### config.mk
export PLATFORM = sky130hd
export DESIGN_NAME = uart_transmitter
export DESIGN_NICKNAME = d
export VERILOG_FILES = /design/src/rtl/uart_transmitter.sv
export SDC_FILE = /design/constraint.sdc
export NUM_CORES = 1
export LEC_CHECK = 0
export ABC_CLOCK_PERIOD_IN_PS = 4900
export BUFFER_PORTS_ARGS = -buffer_cell sky130_fd_sc_hd__buf_2
export CORE_MARGIN = 2
export CORE_UTILIZATION = 50
export DETAILED_ROUTE_END_ITERATION = 8
export PLACE_DENSITY_LB_ADDON = 0.15
export SYNTH_ARGS = -nofsm -noshare
export SYNTH_HDL_FRONTEND = slang
export SYNTH_SLANG_ARGS = --single-unit
### constraint.sdc
create_clock -name clk -period 4.9 [get_ports clk]
set_input_delay 0.49 -clock clk [delete_from_list [all_inputs] [get_ports clk]]
set_output_delay 0.49 -clock clk [all_outputs]
set_load 0.02 [all_outputs]
### src/rtl/uart_transmitter.sv
// 8N1 UART transmitter: accepts a byte on a valid/ready handshake and serializes it LSB first.
// Define UART_TX_PARITY_EN to insert an even-parity symbol between data bit 7 and the stop bit.
module uart_transmitter #(
  parameter int CLOCK_FREQ = 125_000_000,
  parameter int BAUD_RATE  = 115_200
) (
  input  logic       clk,
  input  logic       rst,
  input  logic [7:0] data_in,
  input  logic       data_in_valid,
  output logic       data_in_ready,
  output logic       serial_out
);

  localparam int SYMBOL_EDGE_TIME    = CLOCK_FREQ / BAUD_RATE;
  localparam int CLOCK_COUNTER_WIDTH = $clog2(SYMBOL_EDGE_TIME);
  localparam logic [CLOCK_COUNTER_WIDTH-1:0] LAST_COUNT =
      CLOCK_COUNTER_WIDTH'(SYMBOL_EDGE_TIME - 1);

  generate
    if (SYMBOL_EDGE_TIME < 2) begin : g_bad_rate
      $error("uart_transmitter: CLOCK_FREQ/BAUD_RATE must be at least 2");
    end
  endgenerate

`ifdef UART_TX_PARITY_EN
  typedef enum logic [2:0] {
    IDLE   = 3'd0,
    START  = 3'd1,
    DATA   = 3'd2,
    PARITY = 3'd3,
    STOP   = 3'd4
  } state_t;
`else
  typedef enum logic [2:0] {
    IDLE  = 3'd0,
    START = 3'd1,
    DATA  = 3'd2,
    STOP  = 3'd4
  } state_t;
`endif

  state_t                         state_q, state_d;
  logic [CLOCK_COUNTER_WIDTH-1:0] baud_cnt_q, baud_cnt_d;
  logic [2:0]                     bit_idx_q, bit_idx_d;
  logic [7:0]                     shift_q, shift_d;
  logic                           serial_out_q, serial_out_d;
  logic                           symbol_done;

  assign symbol_done   = (baud_cnt_q == LAST_COUNT);
  assign data_in_ready = (state_q == IDLE);
  assign serial_out    = serial_out_q;

  always_comb begin
    state_d    = state_q;
    baud_cnt_d = baud_cnt_q;
    bit_idx_d  = bit_idx_q;
    shift_d    = shift_q;

    // Counter free-runs in every symbol state; wrap marks the symbol boundary.
    if (state_q == IDLE) begin
      baud_cnt_d = '0;
    end else if (symbol_done) begin
      baud_cnt_d = '0;
    end else begin
      baud_cnt_d = baud_cnt_q + 1'b1;
    end

    case (state_q)
      IDLE: begin
        bit_idx_d = 3'd0;
        if (data_in_valid) begin
          shift_d = data_in;
          state_d = START;
        end
      end
      START: begin
        if (symbol_done) begin
          state_d = DATA;
        end
      end
      DATA: begin
        if (symbol_done) begin
          if (bit_idx_q == 3'd7) begin
            bit_idx_d = 3'd0;
`ifdef UART_TX_PARITY_EN
            state_d   = PARITY;
`else
            state_d   = STOP;
`endif
          end else begin
            bit_idx_d = bit_idx_q + 3'd1;
          end
        end
      end
`ifdef UART_TX_PARITY_EN
      PARITY: begin
        if (symbol_done) begin
          state_d = STOP;
        end
      end
`endif
      STOP: begin
        if (symbol_done) begin
          state_d = IDLE;
        end
      end
      default: begin
        state_d = IDLE;
      end
    endcase
  end

  // Line level is derived from the next state so the pin is a clean flop output.
  always_comb begin
    serial_out_d = 1'b1;
    case (state_d)
      IDLE:   serial_out_d = 1'b1;
      START:  serial_out_d = 1'b0;
      DATA:   serial_out_d = shift_d[bit_idx_d];
`ifdef UART_TX_PARITY_EN
      PARITY: serial_out_d = ^shift_d;
`endif
      STOP:   serial_out_d = 1'b1;
      default: serial_out_d = 1'b1;
    endcase
  end

  always_ff @(posedge clk or posedge rst) begin
    if (rst) begin
      state_q      <= IDLE;
      baud_cnt_q   <= '0;
      bit_idx_q    <= 3'd0;
      shift_q      <= 8'd0;
      serial_out_q <= 1'b1;
    end else begin
      state_q      <= state_d;
      baud_cnt_q   <= baud_cnt_d;
      bit_idx_q    <= bit_idx_d;
      shift_q      <= shift_d;
      serial_out_q <= serial_out_d;
    end
  end

endmodule

==> results of run 1 <==
[cell usage after synthesis, types with 2 or more instances]
library cell  count
and3_1            2
nand3_1           5
xnor2_1           2
nor2_1           12
nand2_1          10
a31oi_1           3
mux2_2           10
o21ai_0           5
nor3_1            2
xor2_1            5
buf_2             2
buf_6             2
nand4_1           5
ha_1              4
or3_1             2
inv_1             6
a21oi_1           5
dfrtp_1          25
[cell families after synthesis]
family | count (synthesis) | share of synthesized area [%]
DFF | 26 | 47.1
xor gates and xnor gates | 7 | 4.43
adders and majority gates | 4 | 3.62
muxes | 12 | 9.67
AOI/OAI and AO/OA | 20 | 11.5
buffers and inverters | 12 | 4.79
and+or+nand+nor | 47 | 18.9
[worst min path at each step]
stage | endpoint | slack, ns | cells past startpoint
floorplan | shift_q[0]$_DFF_PP0_ | 0.47 | 1
global placement | shift_q[0]$_DFF_PP0_ | 0.48 | 1
detailed placement | shift_q[2]$_DFF_PP0_ | 0.48 | 1
CTS | shift_q[7]$_DFF_PP0_ | 0.39 | 2
global route | shift_q[5]$_DFF_PP0_ | 0.38 | 2
finish | shift_q[6]$_DFF_PP0_ | 0.36 | 2
[cells in the final DEF, fill, tap and decap left out, types with 2 or more instances in the layout]
master,n
a21oi_1,5
a31oi_1,3
and3_1,2
buf_2,12
clkbuf_4,3
dfrtp_1,25
ha_1,4
inv_1,6
mux2_2,10
nand2_1,10
nand3_1,5
nand4_1,5
nor2_1,12
nor3_1,2
o21ai_0,5
or3_1,2
xnor2_1,2
xor2_1,5
[worst register-to-register path: cells and delay by family (launching register included)]
| family | cells | cell delay [ns] |
|---|---|---|
| AOI/OAI and AO/OA | 3 | 0.55 |
| adders and majority gates | 2 | 0.47 |
| DFF | 1 | 0.45 |
| muxes | 1 | 0.37 |
| and+or+nand+nor | 2 | 0.32 |
[registers in the layout, indices dropped and copies added, names as in the netlist]
name / cells
bit_idx_q: 3
state_q: 3
shift_q: 8
baud_cnt_q: 11
serial_out: 1
[layout make-up]
class / count / share of cell area (%)
clock buffer: 3 / 1.51
clock inverter: 1 / 2.01
inverter: 6 / 1.51
multi-input combinational: 90 / 44.6
sequential: 26 / 43.7
tap: 31 / 2.60
timing repair buffer: 12 / 4.03
[stage by stage]
stage	cell area [µm²]	hold slack [ns]	instances	power [mW]	worst slack, ns
after global routing	1490	0.384	169	0.589	2.53
after CTS	1490	0.388	169	0.560	2.64
after global placement	1440	0.483	165	0.410	2.69
after detailed placement	1440	0.483	165	0.413	2.69
after floorplan	1380	0.467	128	0.386	2.53
final	1490	0.355	169	0.552	2.68
[report_power, final]
group,switching (mW),internal (mW),leakage [nW],total [mW]
sequential,0.0274,0.258,0.330,0.285
combinational,0.0602,0.0634,0.289,0.124
clock,0.0602,0.0827,0.0279,0.143
total,0.148,0.404,0.648,0.552
[routing by layer]
layer	up-vias	wire (µm)
li1	472	-
met1	463	1050
met2	11	1080
met3	2	69
met4	0	18
met5	-	0
==> flow_metrics.env, run 1 <==
export IMPL_synth_avg_cell_area_um2=10.8
export IMPL_synth_async_sr_flop_share_pct=100
export IMPL_max_stage_delay_ns=0.45
export IMPL_grtUsageMet2_pct=28.2
export IMPL_r2r_slack_ns=2.68
export IMPL_core_area_um2=2690
export IMPL_synthDistinctLibCells=39
export IMPL_r2r_start="bit_idx_q[0]$_DFF_PP0_"
export IMPL_synth_area_top_cells="dfrtp_1 (45%), mux2_2 (8.1%), ha_1 (3.6%), nor2_1 (3.3%), xor2_1 (3.2%)"
export IMPL_wl_per_cell_um=13.2
export IMPL_die_height_um=56.6
export IMPL_netlist_area_um2=1380
export IMPL_drv_cap=0
export IMPL_cp_buffers_inverters=0
export IMPL_hp_class="in -> async"
export IMPL_initial_utilization_pct=51.5
export IMPL_met1_usage_pct=18.6
export IMPL_clock_sinks=26
export IMPL_drtAntennaViolNets=0
export IMPL_status="finished, final reports clean"
export IMPL_met3_usage_pct=4.84
export IMPL_hpwlAfterDp_mm=1.64
export IMPL_routed_wl_mm=2.22
export IMPL_start_kind="flop"
export IMPL_grt_start_max_net_pins=27
export IMPL_viasPerCell=5.61
export IMPL_rows=19
export IMPL_path_depth=8
export IMPL_rsz0062_at_grt="false"
export IMPL_tns_ns=0
export IMPL_syn_num_nets=143
export IMPL_worst_pin_slew_ns=1.24
export IMPL_num_antenna_cells=0
export IMPL_max_slew_margin_pct=16.6
export IMPL_synth_edf_count=0
export IMPL_clk_latency_ns=0.32
export IMPL_numPortBuffers=12
export IMPL_clock_fmax_ghz=0.450
export IMPL_grt_use_total_pct=15.8
export IMPL_fin_nets=154
export IMPL_via_count=948
export IMPL_grt_busiest_layer="met2"
export IMPL_cp_arrival_ns=2.48
export IMPL_cts_tree="built"
export IMPL_synthFlopType="dfrtp_1"
export IMPL_dr_first_iter_drc_count=15
export IMPL_ys_seq_area_share_pct=47.1
export IMPL_path_max_fanout=5
export IMPL_dieArea_um2=3200
export IMPL_synthToLayoutAreaGrowth_pct=7.78
export IMPL_rr_endpoint="serial_out$_DFF_PP1_"
export IMPL_hold_viol=0
export IMPL_critPathRequiredTime_ns=5.15
export IMPL_htreeDepth=1
export IMPL_p_per_area_nw_per_um2=370
export IMPL_drtPass1Iterations=4
export IMPL_ir_drop_mv=0.298
export IMPL_postCtsHoldBufs=0
export IMPL_chipWidth_um=56.6
export IMPL_regArea_um2=652
export IMPL_path_clk_slew_ns=0.14
export IMPL_clockBufferDepth=2
export IMPL_yosysTopAreaCell="dfrtp_1"
export IMPL_utilization_pct=55.5
export IMPL_p_leak_nw=0.648
export IMPL_grt_first_pass_wirelength_mm=3.93
export IMPL_drv_slew=0
export IMPL_multi_input_area_um2=666
export IMPL_grt_antenna_before_repair=0
export IMPL_critPathTopFamily="compound AO/OA/AOI/OAI gates"
export IMPL_post_cts_setup_buffer_count=0
export IMPL_rr_worst_depth=8
export IMPL_period_needed_ns=2.22
export IMPL_synth_warnings=0
export IMPL_critPathLaunch="bit_idx_q[0]$_DFF_PP0_"
export IMPL_drc=0
export IMPL_cts_resized=0
export IMPL_cts_root_buffer="clkbuf_4"
export IMPL_boundaryPins=13
export IMPL_grt_pass1_vias=912
export IMPL_crit_end="serial_out$_DFF_PP1_"
export IMPL_end_kind="flop"
export IMPL_synth_top_area_share_pct=45.2
export IMPL_synth_seq_cells=26
export IMPL_drive_gt1_share_pct=25.4
export IMPL_setup_violations=0
export IMPL_crit_slowest_cell="dfrtp_1"
export IMPL_cts_buffers=3
export IMPL_period_share_pct=45.4
export IMPL_fillers=244
export IMPL_gr_total_overflow=0
export IMPL_crit_chain="ha_1 -> ha_1 -> nor3_1 -> nand4_1 -> o221ai_4 -> mux2_2 -> a22oi_1 -> a31oi_1"
export IMPL_finClkSkew_ns=0.00964
export IMPL_netlist_instances=128
export IMPL_path_class="reg -> reg"
export IMPL_cpMostUsedCell="ha_1"
export IMPL_gp_congestion=0.775
Power figures use the tool's default switching activity.
==> run 2: changes to the inputs <==
- ABC_CLOCK_PERIOD_IN_PS: 4900 -> 2300
- clock period: 4.9 -> 2.3 ns (I/O delays scaled with it)
==> flow_metrics.env, run 2 (same netlist as run 1, synthesis figures left out) <==
export IMPL_status="finished, final reports clean"
export IMPL_hp_start="data_in[4]"
export IMPL_critPathRequiredTime_ns=2.56
export IMPL_placed_cell_area_um2=1470
export IMPL_drc=0
export IMPL_cpMostUsedCell="ha_1"
export IMPL_largest_register_ffs=11
export IMPL_start_kind="flop"
export IMPL_via_count=995
export IMPL_dr_first_iter_drc_count=16
export IMPL_reg_top3="baud_cnt_q (11), shift_q (8)"
export IMPL_rsz0062_at_grt="false"
export IMPL_grt_first_pass_wirelength_mm=4.69
export IMPL_gp_congestion=0.834
export IMPL_wl_per_cell_um=14.8
export IMPL_htreeDepth=1
export IMPL_p_per_area_nw_per_um2=790
export IMPL_path_clk_slew_ns=0.14
export IMPL_max_flop_register="baud_cnt_q"
export IMPL_hp_class="in -> reg"
export IMPL_num_antenna_cells=0
export IMPL_grt_use_total_pct=18.3
export IMPL_gr_total_overflow=0
export IMPL_clk_latency_ns=0.32
export IMPL_crit_chain="ha_1 -> ha_1 -> nor3_2 -> nand4_1 -> o221ai_4 -> mux2_1 -> o2bb2a_4 -> a31oi_1"
export IMPL_tns_ns=0
export IMPL_drv_cap=0
export IMPL_r2r_start="bit_idx_q[0]$_DFF_PP0_"
export IMPL_fin_nets=161
export IMPL_multi_input_area_um2=678
export IMPL_cts_root_buffer="clkbuf_4"
export IMPL_cp_arrival_ns=2.42
export IMPL_period_needed_ns=2.16
export IMPL_boundaryPins=13
export IMPL_cts_tree="built"
export IMPL_drv_slew=0
export IMPL_post_route_cell_area_um2=1560
export IMPL_worst_pin_slew_ns=0.556
export IMPL_clock_fmax_ghz=0.463
export IMPL_viasPerCell=5.65
export IMPL_cts_buffers=3
export IMPL_drtAntennaViolNets=0
export IMPL_layout_common_cells="dfrtp_1 (25), buf_2 (13), nor2_1 (12)"
export IMPL_routed_wl_mm=2.60
export IMPL_drtPass1Iterations=4
export IMPL_grt_pass1_vias=1071
export IMPL_critPathLaunch="bit_idx_q[0]$_DFF_PP0_"
export IMPL_setup_violations=0
export IMPL_path_class="reg -> reg"
export IMPL_hold_viol=0
export IMPL_grt_start_max_net_pins=27
export IMPL_drive_gt1_share_pct=31.0
export IMPL_end_kind="flop"
export IMPL_grt_antenna_before_repair=0
export IMPL_clockBufferDepth=2
export IMPL_dieArea_um2=3200
export IMPL_core_area_um2=2690
export IMPL_regArea_um2=652
export IMPL_ir_drop_mv=0.459
export IMPL_fillers=248
export IMPL_chipWidth_um=56.6
export IMPL_period_share_pct=93.9
export IMPL_path_max_fanout=5
export IMPL_max_stage_delay_ns=0.44
export IMPL_clock_sinks=26
export IMPL_finClkSkew_ns=0.00494
export IMPL_hpwlAfterDp_mm=1.88
export IMPL_p_leak_nw=0.684
export IMPL_max_slew_margin_pct=62.6
export IMPL_initial_utilization_pct=51.5
export IMPL_crit_slowest_cell="dfrtp_1"
export IMPL_final_common_cell="dfrtp_1"
export IMPL_synthToLayoutAreaGrowth_pct=12.5
export IMPL_die_height_um=56.6
export IMPL_numPortBuffers=12
export IMPL_rows=19
run 2: changes by cell type in the layout (fill, tap and decap cells not counted), sizes merged:
| cell | change |
|---|---|
| buf | +6 |
| dlygate4sd3 | +1 |
run 2: report_power, final:
| group | switching [mW] | total (mW) | internal, mW |
|---|---|---|---|
| clock network | 0.139 | 0.316 | 0.176 |
| registers | 0.0525 | 0.602 | 0.550 |
| logic | 0.152 | 0.312 | 0.159 |
run 2: cell type report:
cell class              instances  share of cell area, %
clock buffers                   3                   1.45
clock inverters                 1                   1.93
inverters                       6                   1.45
multi-input cells              90                   43.6
flip-flops and latches         26                   41.9
well taps                      31                   2.49
repair buffers                 19                   7.23
run 2: layer usage:
| layer | GRT usage, % | share of wire, % |
|---|---|---|
| met3 | 3.69 | 2.8 |
| met5 | 0 | 0 |
| met1 | 21.7 | 43 |
| met4 | 4.42 | 0.65 |
| met2 | 33.7 | 53 |
run 2: critical path, delay by kind of cell, from the launching register on:
kind	cells	cell delay [ns]
AND/OR/NAND/NOR	2	0.30
adder cells (fa/ha/maj)	2	0.46
multiplexers	1	0.37
flip-flops	1	0.44
AO/OA/AOI/OAI	3	0.51
run 2: metrics by stage:
stage / total power [mW] / cells / utilization (%) / hold slack (ns) / setup slack (ns)
floorplan: 0.824 / 128 / - / 0.269 / 0.149
global placement: 0.902 / 169 / 54.9 / 0.296 / 0.195
detailed placement: 0.925 / 169 / 54.9 / 0.307 / 0.0824
CTS: 1.24 / 174 / 57.2 / 0.137 / 0.0505
global route: 1.30 / 176 / 57.9 / 0.129 / 0.00750
finish: 1.23 / 176 / 57.9 / 0.143 / 0.140
run 2: worst paths after layout:
path                       cells after the start  slack [ns]                       to
min                                            2        0.14     shift_q[4]$_DFF_PP0_
max                                            8        0.14     serial_out$_DFF_PP1_
max in group asynchronous                      4        1.52     serial_out$_DFF_PP1_
min reg2reg                                    1        0.52     shift_q[4]$_DFF_PP0_
max reg2reg                                    8        0.14     serial_out$_DFF_PP1_
min in group asynchronous                      4        0.47  baud_cnt_q[4]$_DFF_PP0_
run 2: repair_timing:
item                       CTS  global route
hold buffers                 1             0
resized for setup            0             3
buffers inserted             0             1
setup endpoints to repair    0             1
hold endpoints to repair    25             0
==> run 3: changes to the inputs <==
- ABC_CLOCK_PERIOD_IN_PS: 2300 -> 2200
- clock period: 2.3 -> 2.2 ns (I/O delays scaled with it)
==> flow_metrics.env, run 3 (same netlist as run 1, synthesis figures left out) <==
export IMPL_final_common_cell="dfrtp_1"
export IMPL_cts_buffers=3
export IMPL_tns_ns=0
export IMPL_utilization_pct=58.0
export IMPL_reg_top3="baud_cnt_q (11), shift_q (8)"
export IMPL_critPathLaunch="bit_idx_q[0]$_DFF_PP0_"
export IMPL_core_area_um2=2690
export IMPL_rsz0062_at_grt="false"
export IMPL_pre_cts_ws_ns=0.0389
export IMPL_hold_end="shift_q[0]$_DFF_PP0_"
export IMPL_num_antenna_cells=0
export IMPL_end_kind="flop"
export IMPL_cts_tree="built"
export IMPL_via_count=956
export IMPL_start_kind="flop"
export IMPL_clk_latency_ns=0.32
export IMPL_power_mw=1.18
export IMPL_grt_antenna_before_repair=0
export IMPL_multi_input_area_um2=678
export IMPL_cp_buffers_inverters=0
export IMPL_viasPerCell=5.37
export IMPL_drtAntennaViolNets=0
export IMPL_drc=0
export IMPL_max_slew_margin_pct=50.3
export IMPL_htreeDepth=1
export IMPL_wl_per_cell_um=13.0
export IMPL_dieArea_um2=3200
export IMPL_initial_utilization_pct=51.5
export IMPL_routed_wl_mm=2.32
export IMPL_dr_first_iter_drc_count=14
export IMPL_drive_gt1_share_pct=31.3
export IMPL_fin_nets=163
export IMPL_synthToLayoutAreaGrowth_pct=12.6
export IMPL_cp_arrival_ns=2.33
export IMPL_met1_usage_pct=19.2
export IMPL_chipWidth_um=56.6
export IMPL_hp_class="in -> reg"
export IMPL_grt_pass1_vias=962
export IMPL_clock_fmax_ghz=0.482
export IMPL_path_max_fanout=5
export IMPL_cts_root_buffer="clkbuf_4"
export IMPL_largest_register_ffs=11
export IMPL_path_depth=8
export IMPL_fillers=240
export IMPL_crit_chain="ha_1 -> ha_1 -> nor3_2 -> nand4_1 -> o221ai_4 -> mux2_2 -> a22oi_1 -> a31oi_1"
export IMPL_regArea_um2=652
export IMPL_met3_usage_pct=2.30
export IMPL_period_needed_ns=2.07
export IMPL_setup_violations=0
export IMPL_grt_use_total_pct=16.6
export IMPL_die_height_um=56.6
export IMPL_finClkSkew_ns=0.00359
export IMPL_critPathTopFamily="compound AO/OA/AOI/OAI gates"
export IMPL_grtUsageMet2_pct=28.7
export IMPL_hold_viol=0
export IMPL_grt_busiest_layer="met2"
export IMPL_ir_drop_mv=0.646
export IMPL_cpMostUsedCell="ha_1"
export IMPL_crit_slowest_cell="dfrtp_1"
export IMPL_grt_start_max_net_pins=27
export IMPL_gp_congestion=0.781
export IMPL_gr_total_overflow=0
export IMPL_whs_path_depth=2
export IMPL_holdWs_ns=0.137
export IMPL_critPathRequiredTime_ns=2.45
export IMPL_grt_first_pass_wirelength_mm=4.01
export IMPL_setup_slack_ns=0.127
export IMPL_path_clk_slew_ns=0.14
export IMPL_hpwlAfterDp_mm=1.72
export IMPL_layout_common_cells="dfrtp_1 (25), nor2_1 (12), buf_2 (12)"
export IMPL_p_leak_nw=0.689
export IMPL_max_flop_register="baud_cnt_q"
export IMPL_clockBufferDepth=2
export IMPL_rr_endpoint="serial_out$_DFF_PP1_"
export IMPL_period_share_pct=94.2
export IMPL_clock_sinks=26
export IMPL_drv_cap=0
export IMPL_r2r_slack_ns=0.13
export IMPL_hp_start="data_in[0]"
export IMPL_numPortBuffers=12
export IMPL_p_per_area_nw_per_um2=757
export IMPL_path_class="reg -> reg"
export IMPL_status="finished, final reports clean"
export IMPL_r2r_start="bit_idx_q[0]$_DFF_PP0_"
export IMPL_rows=19
export IMPL_worst_pin_slew_ns=0.740
export IMPL_drv_slew=0
export IMPL_rr_worst_depth=8
export IMPL_boundaryPins=13
export IMPL_drtPass1Iterations=4
export IMPL_max_stage_delay_ns=0.44
run 3: per-layer routing:
layer / share of wire (%) / wire length [µm] / vias up
li1: - / - / 492
met4: 2.2 / 51 / 0
met3: 2.7 / 63 / 4
met5: 0 / 0 / -
met1: 46 / 1080 / 450
met2: 49 / 1130 / 10
run 3: through the flow:
step / instance area, µm² / std cells
finish: 1560 / 178
global route: 1560 / 178
CTS: 1550 / 178
detailed placement: 1500 / 173
global placement: 1500 / 173
floorplan: 1390 / 128
run 3: worst max path at each step:
| stage | to |
|---|---|
| finish | serial_out$_DFF_PP1_ |
| global route | serial_out$_DFF_PP1_ |
| CTS | serial_out$_DFF_PP1_ |
| detailed placement | serial_out$_DFF_PP1_ |
| global placement | serial_out$_DFF_PP1_ |
| floorplan | serial_out$_DFF_PP1_ |
run 3: area by class of cell:
cell class / count / share of cell area [%]
Tap cell: 31 / 2.49
Multi-Input combinational cell: 90 / 43.5
Timing Repair Buffer: 21 / 8.35
Clock buffer: 4 / 2.33
Sequential cell: 26 / 41.8
Inverter: 6 / 1.45
run 3: power breakdown:
group | leakage, nW | internal (mW) | switching, mW
Clock | 0.0210 | 0.101 | 0.136
Sequential | 0.330 | 0.574 | 0.0476
Combinational | 0.337 | 0.168 | 0.153
Total | 0.689 | 0.843 | 0.336
run 3: repair_timing:
item,4_1_cts,5_1_grt
resized for setup,0,3
hold buffers,1,0
setup endpoints to repair,0,12
buffers inserted,0,0
hold endpoints to repair,25,0
